**src/rtl/spi_pkg.sv**
```systemverilog
// spi_pkg: shared FSM states, SPI mode encodings and a width helper
// for the burst SPI reader.
package spi_pkg;

    typedef enum logic [2:0] {IDLE, LEAD, SHIFT, STALL, FINISH} state_t;

    // SPI modes as {cpol, cpha}
    localparam logic [1:0] MODE0 = 2'b00;
    localparam logic [1:0] MODE1 = 2'b01;
    localparam logic [1:0] MODE2 = 2'b10;
    localparam logic [1:0] MODE3 = 2'b11;

    function automatic int clog2(input int v);
        int r;
        r = 0;
        for (int i = 0; i < 31; i++)
            if ((1 << i) < v) r = i + 1;
        return r;
    endfunction

endpackage

```
**src/rtl/spi_sclk_div.sv**
```systemverilog
// spi_sclk_div: half-period counter; tick strobes once every div+1 enabled
// cycles, load restarts the count.
module spi_sclk_div #(
    parameter int DIV_W = 8
) (
    input  logic             clk,
    input  logic             rst,
    input  logic             load,
    input  logic             en,
    input  logic [DIV_W-1:0] div,
    output logic             tick
);

    logic [DIV_W-1:0] cnt;

    assign tick = en && cnt == div;

    always_ff @(posedge clk or posedge rst)
        if (rst) cnt <= '0;
        else if (load || tick) cnt <= '0;
        else if (en) cnt <= cnt + 1'b1;

endmodule

```
**src/rtl/spi_read_burst.sv**
```systemverilog
// spi_read_burst: SPI master reading a burst of DATA_W-bit words with runtime
// mode/divider, delivering each word on a valid/ready stream.
module spi_read_burst import spi_pkg::*; #(
    parameter int DATA_W    = 8,
    parameter int DIV_W     = 8,
    parameter int CNT_W     = 8,
    parameter bit MSB_FIRST = 1
) (
    input  logic              clk,
    input  logic              rst,
    input  logic [DIV_W-1:0]  div,
    input  logic              cpol,
    input  logic              cpha,
    input  logic [CNT_W-1:0]  len,
    input  logic              start,
    input  logic              abort,
    output logic              spi_sclk,
    input  logic              spi_miso,
    output logic [DATA_W-1:0] data,
    output logic              valid,
    input  logic              ready,
    output logic              busy,
    output logic              done
);

    localparam int BW = clog2(DATA_W);
    localparam logic [BW-1:0] LAST_BIT = BW'(DATA_W - 1);

    state_t state, state_n;
    logic [DIV_W-1:0] div_q;
    logic [CNT_W-1:0] len_q, wcnt;
    logic [BW-1:0] bcnt;
    logic [DATA_W-1:0] sreg, word_nx;
    logic cpol_q, cpha_q, ph;
    logic tick, go, accept, free, samp, word_end, last_word, load_out;

    spi_sclk_div #(.DIV_W(DIV_W)) u_div (
        .clk  (clk),
        .rst  (rst),
        .load (state == IDLE || state == STALL),
        .en   (state == LEAD || state == SHIFT),
        .div  (div_q),
        .tick (tick)
    );

    assign go        = state == IDLE && start && !abort;
    assign accept    = valid && ready;
    assign free      = !valid || ready;
    assign samp      = state == SHIFT && tick && ph == cpha_q;
    assign word_end  = state == SHIFT && tick && ph && bcnt == LAST_BIT;
    assign last_word = wcnt == len_q - 1'b1;
    assign load_out  = !abort && ((word_end && free) || (state == STALL && accept));
    // the completing edge may itself be a sampling edge (cpha=1), so deliver word_nx
    assign word_nx   = !samp ? sreg :
                       MSB_FIRST ? {sreg[DATA_W-2:0], spi_miso} : {spi_miso, sreg[DATA_W-1:1]};

    always_comb begin
        state_n = state;
        case (state)
            IDLE:    if (go) state_n = LEAD;
            LEAD:    if (tick) state_n = SHIFT;
            SHIFT:   if (word_end) state_n = !free ? STALL : last_word ? FINISH : SHIFT;
            STALL:   if (accept) state_n = last_word ? FINISH : SHIFT;
            FINISH:  state_n = IDLE;
            default: state_n = IDLE;
        endcase
        if (abort && state inside {LEAD, SHIFT, STALL}) state_n = FINISH;
    end

    always_ff @(posedge clk or posedge rst) begin
        if (rst) begin
            state    <= IDLE;
            spi_sclk <= 1'b0;
            data     <= '0;
            valid    <= 1'b0;
            busy     <= 1'b0;
            done     <= 1'b0;
            div_q    <= '0;
            len_q    <= '0;
            wcnt     <= '0;
            bcnt     <= '0;
            sreg     <= '0;
            cpol_q   <= 1'b0;
            cpha_q   <= 1'b0;
            ph       <= 1'b0;
        end else begin
            state    <= state_n;
            busy     <= state_n != IDLE;
            done     <= state_n == FINISH;
            spi_sclk <= go ? cpol : (state == SHIFT && !abort) ? spi_sclk ^ tick : cpol_q;
            valid    <= load_out || (valid && !ready);
            if (go) begin
                div_q  <= div;
                cpol_q <= cpol;
                cpha_q <= cpha;
                len_q  <= len == '0 ? CNT_W'(1) : len;
                wcnt   <= '0;
                bcnt   <= '0;
                sreg   <= '0;
                ph     <= 1'b0;
            end
            if (state == SHIFT && tick) begin
                ph   <= !ph;
                sreg <= word_nx;
                if (ph) bcnt <= bcnt == LAST_BIT ? '0 : bcnt + 1'b1;
            end
            if (load_out) begin
                data <= state == STALL ? sreg : word_nx;
                wcnt <= wcnt + 1'b1;
            end
        end
    end

endmodule
```
**config.mk**
```make
export PLATFORM = sky130hd
export DESIGN_NAME = spi_read_burst
export DESIGN_NICKNAME = d
export VERILOG_FILES = /design/src/rtl/spi_pkg.sv /design/src/rtl/spi_sclk_div.sv /design/src/rtl/spi_read_burst.sv
export SDC_FILE = /design/constraint.sdc
export NUM_CORES = 1
export LEC_CHECK = 0
export ABC_AREA = 1
export BUFFER_PORTS_ARGS = -buffer_cell sky130_fd_sc_hd__buf_2
export CORE_ASPECT_RATIO = 1.5
export CORE_MARGIN = 4
export CORE_UTILIZATION = 32
export CTS_CLUSTER_DIAMETER = 80
export DETAILED_ROUTE_END_ITERATION = 8
export SETUP_SLACK_MARGIN = 0.2
export SYNTH_ARGS = -nofsm -noshare
export SYNTH_HDL_FRONTEND = slang
export SYNTH_HIERARCHICAL = 1
export SYNTH_SLANG_ARGS = --single-unit
```
**constraint.sdc**
```tcl
create_clock -name clk -period 2.38 [get_ports clk]
set_input_delay 0 -clock clk [delete_from_list [all_inputs] [get_ports clk]]
set_output_delay 0 -clock clk [all_outputs]
set_load 0.005 [all_outputs]
```
## Word level (Yosys, flattened, before mapping)

Cells that the tools add are included.

- Equality and inequality tests: 8
- Div/mod/pow operators: 0
- Shift-type cells: 0
- Multiplexer cells: 24
- Bitwise logic cells: 1
- Reductions and logical operators: 31
- Magnitude comparators: 0
- Add/subtract/negate cells: 4
- Multipliers: 0

Operator list:

| kind | number |
|---|---|
| 8-bit 2-to-1 mux | 8 |
| 3-bit 2-to-1 mux | 11 |
| 8-bit by 1-bit adder with 8-bit output (second input constant) | 2 |
| 8-bit equality test | 2 |
| 1-bit logical AND | 14 |
| 3-bit case mux with 4 select lines | 1 |
| 8-bit zero test | 1 |
| 8-bit by 1-bit subtractor with 8-bit output (second input constant) | 1 |
| 3-bit by 2-bit equality test with 1-bit output (second input constant) | 2 |
| 3-bit equality test (second input constant) | 2 |
| 1-bit logical OR | 6 |
| 2-bit nonzero test | 3 |
| 3-bit nonzero test | 2 |
| 1-bit zero test | 4 |
| 1-bit 2-to-1 mux | 4 |
| 3-bit by 1-bit adder with 3-bit output (second input constant) | 1 |
| 3-bit by 1-bit equality test with 1-bit output (second input constant) | 1 |
| 3-bit zero test | 1 |
| 1-bit equality test | 1 |
| 1-bit bitwise XOR | 1 |

- Bits in writable memories: 0
- Bits in read-only memories: 0
- Bits of input ports: 24
- Logic and storage cells: 83
- Memories: 0
- Bits in latches: 0
- Output and inout port bits: 12
- Register bits after elaboration: 61

## Longest topological paths before layout

Gate-level depths: netlist (run 1).

- Word-level depth: 10
- Depth in mapped cells: 18
- Mapped depth without buffers: 17

## Hierarchy

Netlist (run 1), hierarchy kept.

By module, submodules not included:

| module | cells each | seq. area each (um2) | instances | area each (um2) |
|---|---|---|---|---|
| spi_read_burst | 338 | 1,326.3 | 1 | 2,673.8 |
| spi_sclk_div | 92 | 200.2 | 1 | 640.6 |

## Worst setup path before layout (run 1)

Ideal clock, no wire load.

- Path kind: reg-to-reg
- From: register state[2]
- To: register wcnt[5]
- Data required time: 2.244 ns
- Buffers on the path: 1
- Data arrival time: 2.179 ns
- Library setup time: 0.136 ns
- Path slack: 0.064 ns
- Stages on the path, launching flop included: 16
- Period minus slack after synthesis: 2.316 ns
- Cell sequence: dfrtp_1 nor3_2 inv_2 nand2_1 buf_6 nand3_1 nor3_1 inv_1 nor2_4 nand2_4 nor2_4 nand2_2 nand2_2 nand2_4 nand2_1 o32ai_1

- Cells in the longest elaborated chain, start to end: 10
- Elaborated cells between the ends (all ways): 17
- Those cells by class: 3 x eq/ne; 1 x mux; 13 x reduce/logical

Ends and longest elaborated chain:

| element | line | source |
|---|---|---|
| from (decl) | spi_read_burst.sv:29 | `state_t state, state_n;` |
| from (signal assigned) | spi_read_burst.sv:87 | `state <= state_n;` |
| 3-bit by 1-bit equality test with 1-bit output or 3-bit by 2-bit equality test with 1-bit output (tied branches) | spi_read_burst.sv:41 | `.en (state == LEAD \|\| state == SHIFT),` |
| 1-bit logical OR * | spi_read_burst.sv:41 |  |
| 1-bit logical AND * | spi_sclk_div.sv:16 | `assign tick = en && cnt == div;` |
| net tick | spi_read_burst.sv:35 | `logic tick, go, accept, free, samp, word_end, last_word, load_out;` |
| 1-bit logical AND * (3 in series) | spi_read_burst.sv:50 | `assign word_end = state == SHIFT && tick && ph && bcnt == LAST_BIT;` |
| 1-bit logical AND * | spi_read_burst.sv:52 | `assign load_out = !abort && ((word_end && free) \|\| (state == STALL && accept));` |
| 1-bit logical OR * | spi_read_burst.sv:52 |  |
| 1-bit logical AND * | spi_read_burst.sv:52 |  |
| 8-bit 2-to-1 mux or 2-bit nonzero test (tied branches) | - |  |
| to (signal assigned) | spi_read_burst.sv:109 | `wcnt <= wcnt + 1'b1;` |
| to (decl) | spi_read_burst.sv:31 | `logic [CNT_W-1:0] len_q, wcnt;` |

Mark *: on every way through the listed nets, which the timed path passes. The rest lies on a longest branch.
A chain may end at the register's enable or synchronous reset.

## Final worst setup path (run 1)

- From: register div_q[2]
- To: register wcnt[7]

- Cells in the longest elaborated chain, start to end: 9
- Elaborated cells between the ends (all ways): 10
- Those cells by class: 1 x eq/ne; 1 x mux; 8 x reduce/logical

Ends and longest elaborated chain:

| element | line | source |
|---|---|---|
| from (decl) | spi_read_burst.sv:30 | `logic [DIV_W-1:0] div_q;` |
| from (signal assigned) | spi_read_burst.sv:93 | `div_q <= div;` |
| 8-bit equality test * | spi_sclk_div.sv:16 |  |
| 1-bit logical AND * | spi_sclk_div.sv:16 |  |
| net tick | spi_read_burst.sv:35 |  |
| 1-bit logical AND * (3 in series) | spi_read_burst.sv:50 |  |
| 1-bit logical AND * | spi_read_burst.sv:52 |  |
| 1-bit logical OR * | spi_read_burst.sv:52 |  |
| 1-bit logical AND * | spi_read_burst.sv:52 |  |
| 8-bit 2-to-1 mux or 2-bit nonzero test (tied branches) | - |  |

Marked as above.

==> impl_metrics.toml, run 1 <==
[final_layout]
stdcell_area_mm2 = 0.00443
final_cell_mix = "nand2_1 (114), inv_1 (61), dfrtp_1 (58), buf_2 (35), nor2_1 (27)"
syn_to_final_growth_pct = 33.7
seq_area_mm2 = 0.00153
layout_commonest_cell = "nand2_1"
utilization = 0.437
drive_above_1_share = 0.259
fillers = 1017
multi_input_area_mm2 = 0.00163
n_antenna_cell = 0
final_nets = 542

[placement]
dp_slack_ps = 128
port_buffers = 35
hpwlAfterDp_um = 5810
dpl_cell_area_mm2 = 0.00365
place_congestion = 0.866

[sta]
hold_viol_final = 0
clock.fmax_mhz = 471
worst_pin_slew_ps = 621
fin_crit_sh = 0.891
rsz0062_at_grt = "yes"
setup_tns_ps = 0
finalWorstSetupSlack_ps = 259
layout_min_cycle_time_ps = 2120
slew_viol_final = 0
hold_ws_ps = 1.83
setup_viol = 0
fin_worst_skew_ps = 7.54
max-slew-margin-rel = 0.582

[setup_path]
cp.arrival_ps = 2380
path_class = "register to register"
cp-end-kind = "register"
required_ps = 2640
crit_fanout = 7
start_kind = "register"

[yosys]
yosys-top-cells-area = "dfrtp_1 (46%), nand2_1 (14%), inv_1 (7.5%), nand3_1 (4.1%), xor2_1 (3.4%)"
synth_nets = 459
synth_top_area_cell = "dfrtp_1"
synth_cell_type_count = 32
synth_top_area_frac = 0.461
ys_ff_latch = 61
ys_warn_count = 6
syn_area_per_cell_um2 = 7.71
syn_inst = 430
seq_area_frac_synth = 0.461
netlist_area_mm2 = 0.00331

[routing]
drc = 0
vias_per_cell = 4.72
wl_um = 8520
first_pass_iters = 4
wire_per_inst_um = 13.4
vias = 3000
drtAntennaViolNets = 0
drtIter0Drc = 112

[global_route]
grt_pass1_vias = 3067
grt_pass1_wl_um = 13900
grt_usage = 0.145
grt_max_degree = 28
grt_overflow = 0
antenna_found_initial = 0

[clock_tree]
clk_pin_slew_worst_paths_ps = 60
htreeDepth = 3
numCtsBuffers = 9
clk_latency_ps = 340
cts_tree = "done"
clock-sinks = 61
cts_root_buf = "clkbuf_16"
clockBufferDepth = 2

[floorplan]
boundaryPins = 36
die_x_um = 91.1
placeableCoreArea_mm2 = 0.0101
dieArea_mm2 = 0.0121
initial_core_util = 0.327
rows = 45
fp.dieH_um = 133

[run_status]
status = "complete, no violations"

[power_and_ir_drop]
p_leak_nw = 2.22
p_per_area_mw_per_mm2 = 903
peakVddDrop_v = 0.000414

[worst_hold_path]
worstHoldPathType = "input pin to register"

[job]
max_cap_viol_count = 0
-- logic make-up after synthesis --
kind of cell / synth area share
AOI/OAI and AO/OA: 0.0910
xor gates and xnor gates: 0.0476
adders and majority gates: 0.0189
buffers and inverters: 0.0985
DFF: 0.461
and+or+nand+nor: 0.284
-- power breakdown --
| group | internal [mW] | total, mW | switching (mW) |
|---|---|---|---|
| Clock | 0.759 | 1.23 | 0.471 |
| Combinational | 0.508 | 1.32 | 0.817 |
| Sequential | 1.25 | 1.45 | 0.198 |
-- what timing repair did --
item,CTS,global route
resized for setup,3,42
hold buffers,19,0
cloned,1,1
setup buffers,5,11
pin swaps,4,11
endpoints found under the hold margin,52,0
endpoints found under the setup margin,9,29
-- worst paths after layout --
check                      startpoint           end  slack, ps  cells past startpoint
setup reg to reg             div_q[2]       wcnt[7]        260                     13
setup / recovery             div_q[2]       wcnt[7]        260                     13
max in group asynchronous         rst       data[3]       1460                      4
hold / removal               spi_miso       sreg[0]          2                      3
hold reg to reg               bcnt[0]       bcnt[0]        480                      1
min in group asynchronous         rst  u_div/cnt[1]        190                      3
-- synthesized netlist by cell type --
master / number
nor3_1: 5
nor2_2: 6
buf_6: 4
a21oi_1: 4
nor2_4: 2
xor2_1: 13
nand3_1: 27
a32o_1: 1
a41oi_1: 1
inv_2: 3
nand2_2: 4
o22ai_1: 11
nor4_1: 2
nand2_4: 3
nor2_1: 30
ha_1: 5
dfrtp_1: 61
nor3_2: 2
o21ai_1: 10
nand4_1: 3
o21ai_0: 22
o2111ai_1: 1
o31ai_1: 1
clkinv_1: 1
o32ai_1: 1
a21oi_2: 1
clkbuf_1: 5
xnor2_1: 5
and3_1: 1
inv_1: 66
nand3_2: 1
nand2_1: 128
-- final cells by class --
cell class	count	share of cell area
clock inverter	3	0.00452
sequential	61	0.345
clock buffer	13	0.0587
tap	117	0.0330
multi-input combinational	292	0.369
inverter	70	0.0593
timing repair buffer	79	0.130
-- per-stage QoR --
stage	cells	power [mW]
3_3_place_gp	582	2.62
6_report	635	4.00
3_5_place_dp	582	2.65
2_1_floorplan	430	2.32
4_1_cts	623	3.93
5_1_grt	635	4.31
-- flip-flops by register name, summed over array words and instances (netlist names), 3 cells and up --
signal and flops:
wcnt 8, u_div/cnt 8, div_q 8, bcnt 3, state 3, sreg 8
data 8, len_q 8
-- critical path, cell delays in order (launching register included) --
cell and delay, ps:
dfrtp_1 390, xor2_1 180, nor2_1 130, nand3_2 110, nor3_4 190, inv_2 70
nor2_4 140, nand2_4 80, nor2_4 130, nand2_2 80, nand2_4 120, nand2_8 80
buf_4 170, o22ai_1 140
-- routing by layer --
layer	up-vias	routed length [µm]	track usage	part of all wire
met3	22	301	0.0364	0.035
met5	-	0	0	0
met4	0	282	0.0763	0.033
met2	53	4530	0.261	0.53
li1	1522	-	-	-
met1	1403	3400	0.153	0.40
No activity file was read; power rests on OpenSTA's default activity.
==> inputs of run 2 (changes only) <==
Clock period 2.38 ns to 2.2 ns, I/O delays scaled along.
==> impl_metrics.toml, run 2 (synthesized netlist as in run 1, its figures left out) <==
[run_status]
status = "complete, no violations"

[setup_path]
reg2reg_depth = 14
path_class = "register to register"
cp-endpoint = "data[2]"
cp.arrival_ps = 2270
cp-end-kind = "register"
start_kind = "register"
r2r_slack_ps = 150
r2r_end = "data[2]"
crit_start = "div_q[2]"
r2r_start = "div_q[2]"
crit_fanout = 7
required_ps = 2420

[final_layout]
utilization = 0.443
layout_commonest_cell = "nand2_1"
n_antenna_cell = 0
finalNonFillerCells = 635
drive_above_1_share = 0.255
syn_to_final_growth_pct = 35.4
fillers = 1008
final_cell_mix = "nand2_1 (119), inv_1 (61), dfrtp_1 (61), buf_2 (35)"
stdcell_area_mm2 = 0.00449
seq_area_mm2 = 0.00153
multi_input_area_mm2 = 0.00163
final_nets = 542

[placement]
port_buffers = 35
dp_cells = 587
dpl_cell_area_mm2 = 0.00374
dp_slack_ps = 54.0
hpwlAfterDp_um = 5810
place_congestion = 0.841

[clock_tree]
clk_latency_ps = 330
cts_tree = "done"
clock-sinks = 61
cts_root_buf = "clkbuf_16"
numCtsBuffers = 9
htreeDepth = 3
clockBufferDepth = 2
clk_pin_slew_worst_paths_ps = 60

[sta]
layout_min_cycle_time_ps = 2050
fin_worst_skew_ps = 6.22
setup_tns_ps = 0
setup_viol = 0
clock.fmax_mhz = 487
slew_viol_final = 0
max-slew-margin-rel = 0.600
worst_pin_slew_ps = 595
hold_viol_final = 0
rsz0062_at_grt = "yes"
finalWorstSetupSlack_ps = 146
hold_ws_ps = 21.2
fin_crit_sh = 0.934

[power_and_ir_drop]
power_frac_comb = 0.329
p_per_area_mw_per_mm2 = 979
swShare = 0.364
peakVddDrop_v = 0.000428
power_mw = 4.39
p_leak_nw = 2.23
seq_power_share = 0.355
clkPwrFrac = 0.315
p_int_mw = 2.80
power_switching_mw = 1.60

[floorplan]
fp.dieH_um = 133
die_x_um = 91.1
placeableCoreArea_mm2 = 0.0101
rows = 45
dieArea_mm2 = 0.0121
initial_core_util = 0.327
boundaryPins = 36

[worst_hold_path]
worstHoldPathType = "input pin to register"
hold_depth = 4

[routing]
drtAntennaViolNets = 0
drtIter0Drc = 113
first_pass_iters = 4
vias = 3032
wire_per_inst_um = 13.0
vias_per_cell = 4.77
drc = 0
wl_um = 8250

[global_route]
grt_overflow = 0
grt_usage = 0.150
antenna_found_initial = 0
grt_pass1_wl_um = 14600
grt_max_degree = 30
grt_pass1_vias = 3263

[job]
max_cap_viol_count = 0
## run 2: repair_timing
| item | 4_1_cts | 5_1_grt |
|---|---|---|
| setup buffers | 9 | 0 |
| hold endpoints to repair | 53 | 0 |
| gates resized for setup | 19 | 23 |
| endpoints found under the setup margin | 21 | 30 |
| pin swaps | 10 | 6 |
| hold buffers | 20 | 0 |
| gates cloned | 2 | 1 |
## run 2: final cells by class
type,count,area share
well taps,117,0.0326
clock buffers,10,0.0510
flip-flops and latches,61,0.340
inverters,70,0.0585
multi-input cells,291,0.362
repair buffers,80,0.141
clock inverters,6,0.0142
## run 2: worst max-delay path, stage by stage (launching register included)
cell	delay (ps)
dfrtp_1	380
xor2_1	190
nor2_2	130
nand3_2	120
nor3_4	190
inv_2	70
nor2_4	120
nand2_4	80
nor2_4	90
nand2_2	80
nand2_4	110
nand2_8	90
clkbuf_16	180
nand2_1	50
o21ai_1	50
## run 2: worst min path at each step
| stage | start | to | slack, ps |
|---|---|---|---|
| floorplan | rst | u_div/cnt[0] | -180 |
| global placement | rst | u_div/cnt[1] | 8 |
| detailed placement | rst | u_div/cnt[1] | -2 |
| CTS | ready | valid | 20 |
| global route | abort | spi_sclk | 50 |
| finish | ready | valid | 20 |
## run 2: metal layers
metal  vias to the layer above  share of wire  GRT usage
met1                      1455           0.40      0.156
met5                         -              0          0
met3                        18          0.028     0.0347
li1                       1521              -          -
met4                         0          0.025     0.0629
met2                        38           0.54      0.284
## run 2: power by group through the flow
stage | clock (mW) | sequential, mW | combinational (mW)
detailed placement | 0 | 1.57 | 1.35
CTS | 1.42 | 1.56 | 1.43
floorplan | 0 | 1.52 | 1.03
global route | 1.47 | 1.60 | 1.67
finish | 1.38 | 1.56 | 1.45
global placement | 0 | 1.56 | 1.32
==> inputs of run 3 (changes only) <==
Clock period 2.2 ns to 2.5 ns, I/O delays scaled along.
==> impl_metrics.toml, run 3 (synthesized netlist as in run 1, its figures left out) <==
[floorplan]
rows = 45
die_x_um = 91.1
placeableCoreArea_mm2 = 0.0101
initial_core_util = 0.327
fp.dieH_um = 133
boundaryPins = 36
dieArea_mm2 = 0.0121

[setup_path]
path_buf_inv = 3
max_stage_delay_ps = 420
start_kind = "register"
cp-end-kind = "register"
path_class = "register to register"
cp_cell_sequence = "nor3_4 > inv_2 > nand2_1 > nand3_1 > nor3_2 > inv_2 > nor2_4 > nand2_4 > nor2_4 > nand2_2 > nand2_2 > nand2_4 > buf_12 > nand2_1 > o21ai_1"
reg2reg_depth = 15
cp.arrival_ps = 2380
required_ps = 2720
crit_fanout = 17
cp.depth = 15
critPathSlowestCell = "dfrtp_1"
critical_path.top_delay_family = "simple AND/OR/NAND/NOR gates"

[final_layout]
final_cell_mix = "nand2_1 (124), inv_1 (64), dfrtp_1 (59), buf_2 (35), nor2_1 (28)"
finalNonFillerCells = 624
layout_commonest_cell = "nand2_1"
drive_above_1_share = 0.197
final_nets = 531
n_antenna_cell = 0
syn_to_final_growth_pct = 27.4

[sta]
setup_viol = 0
max-slew-margin-rel = 0.629
hold_viol_final = 0
fin_crit_sh = 0.866
clock.fmax_mhz = 462
rsz0062_at_grt = "no"
layout_min_cycle_time_ps = 2170
slew_viol_final = 0
fin_worst_skew_ps = 5.52
hold_ws_ps = 13.9
setup_tns_ps = 0
worst_pin_slew_ps = 551

[job]
max_cap_viol_count = 0

[global_route]
grt_overflow = 0
grt_pass1_vias = 2969
grt_max_degree = 30
grt_usage = 0.141
grt_pass1_wl_um = 13600
antenna_found_initial = 0

[routing]
drc = 0
wl_um = 7900
wire_per_inst_um = 12.7
first_pass_iters = 4
drtAntennaViolNets = 0
vias = 2917
drtIter0Drc = 128
vias_per_cell = 4.67

[worst_hold_path]
hold_depth = 3
worstHoldPathType = "input pin to register"

[placement]
hpwlAfterDp_um = 5740
place_congestion = 0.857
port_buffers = 35
dp_cells = 579

[power_and_ir_drop]
power_frac_comb = 0.308
p_per_area_mw_per_mm2 = 896
p_int_mw = 2.42
peakVddDrop_v = 0.000453
clkPwrFrac = 0.330
power_switching_mw = 1.36
p_leak_nw = 2.15
seq_power_share = 0.362
swShare = 0.360

[clock_tree]
htreeDepth = 3
clockBufferDepth = 2
clk_latency_ps = 330
clock-sinks = 61
clk_pin_slew_worst_paths_ps = 50
numCtsBuffers = 9
cts_root_buf = "clkbuf_16"
cts_tree = "done"

[run_status]
status = "complete, no violations"
-- run 3: changes by cell type in the layout (fill, tap and decap cells not counted), sizes merged --
| cell | change |
|---|---|
| dlygate4sd3 | -1 |
| inv | +2 |
| clkbuf | -2 |
| buf | -8 |
| nand2 | -1 |
| clkinvlp | -1 |
-- run 3: per-layer routing --
layer | vias up | wire length (µm) | GRT usage
met5 | - | 0 | 0
met4 | 0 | 156 | 0.0554
met3 | 14 | 288 | 0.0455
met2 | 44 | 4150 | 0.246
met1 | 1355 | 3310 | 0.158
li1 | 1504 | - | -
-- run 3: power by group through the flow --
stage	clock network (mW)	logic [mW]	registers, mW
floorplan	0	0.873	1.33
global placement	0	1.10	1.38
detailed placement	0	1.11	1.38
CTS	1.28	1.15	1.37
global route	1.33	1.36	1.40
finish	1.25	1.17	1.37
-- run 3: timing repair --
item | in CTS | in global routing
hold buffers | 19 | 0
hold endpoints to repair | 51 | 0
pin swaps | 2 | 4
setup buffers | 0 | 10
gates resized for setup | 3 | 10
setup endpoints to repair | 19 | 26
-- run 3: path summary, 6_finish.rpt --
| kind | endpoint | slack [ps] | start |
|---|---|---|---|
| setup / recovery | data[1] | 330 | state[2] |
| hold / removal | data[0] | 10 | spi_miso |
| setup reg to reg | data[1] | 330 | state[2] |
| hold reg to reg | bcnt[0] | 490 | bcnt[0] |
| max in group asynchronous | done | 1430 | rst |
| min in group asynchronous | u_div/cnt[1] | 200 | rst |
-- run 3: tightest hold or removal path, cell delays in order --
cell,delay [ps]
buf_2,70
o21ai_0,100
o21ai_1,140
-- run 3: cell type report --
class | instances | area (µm²)
clock inverter | 7 | 73.8
inverter | 70 | 263
sequential | 61 | 1530
timing repair buffer | 70 | 498
fill | 1021 | 5910
clock buffer | 9 | 225
tap | 117 | 146
multi-input combinational | 290 | 1490
-- run 3: stage by stage --
stage,area (µm²),util,power (mW),setup slack (ps)
after CTS,4120,0.407,3.80,203
after global placement,3620,0.357,2.47,284
after floorplan,3320,-,2.21,277
after global routing,4220,0.417,4.08,162
after detailed placement,3620,0.357,2.49,138
final,4220,0.417,3.78,335
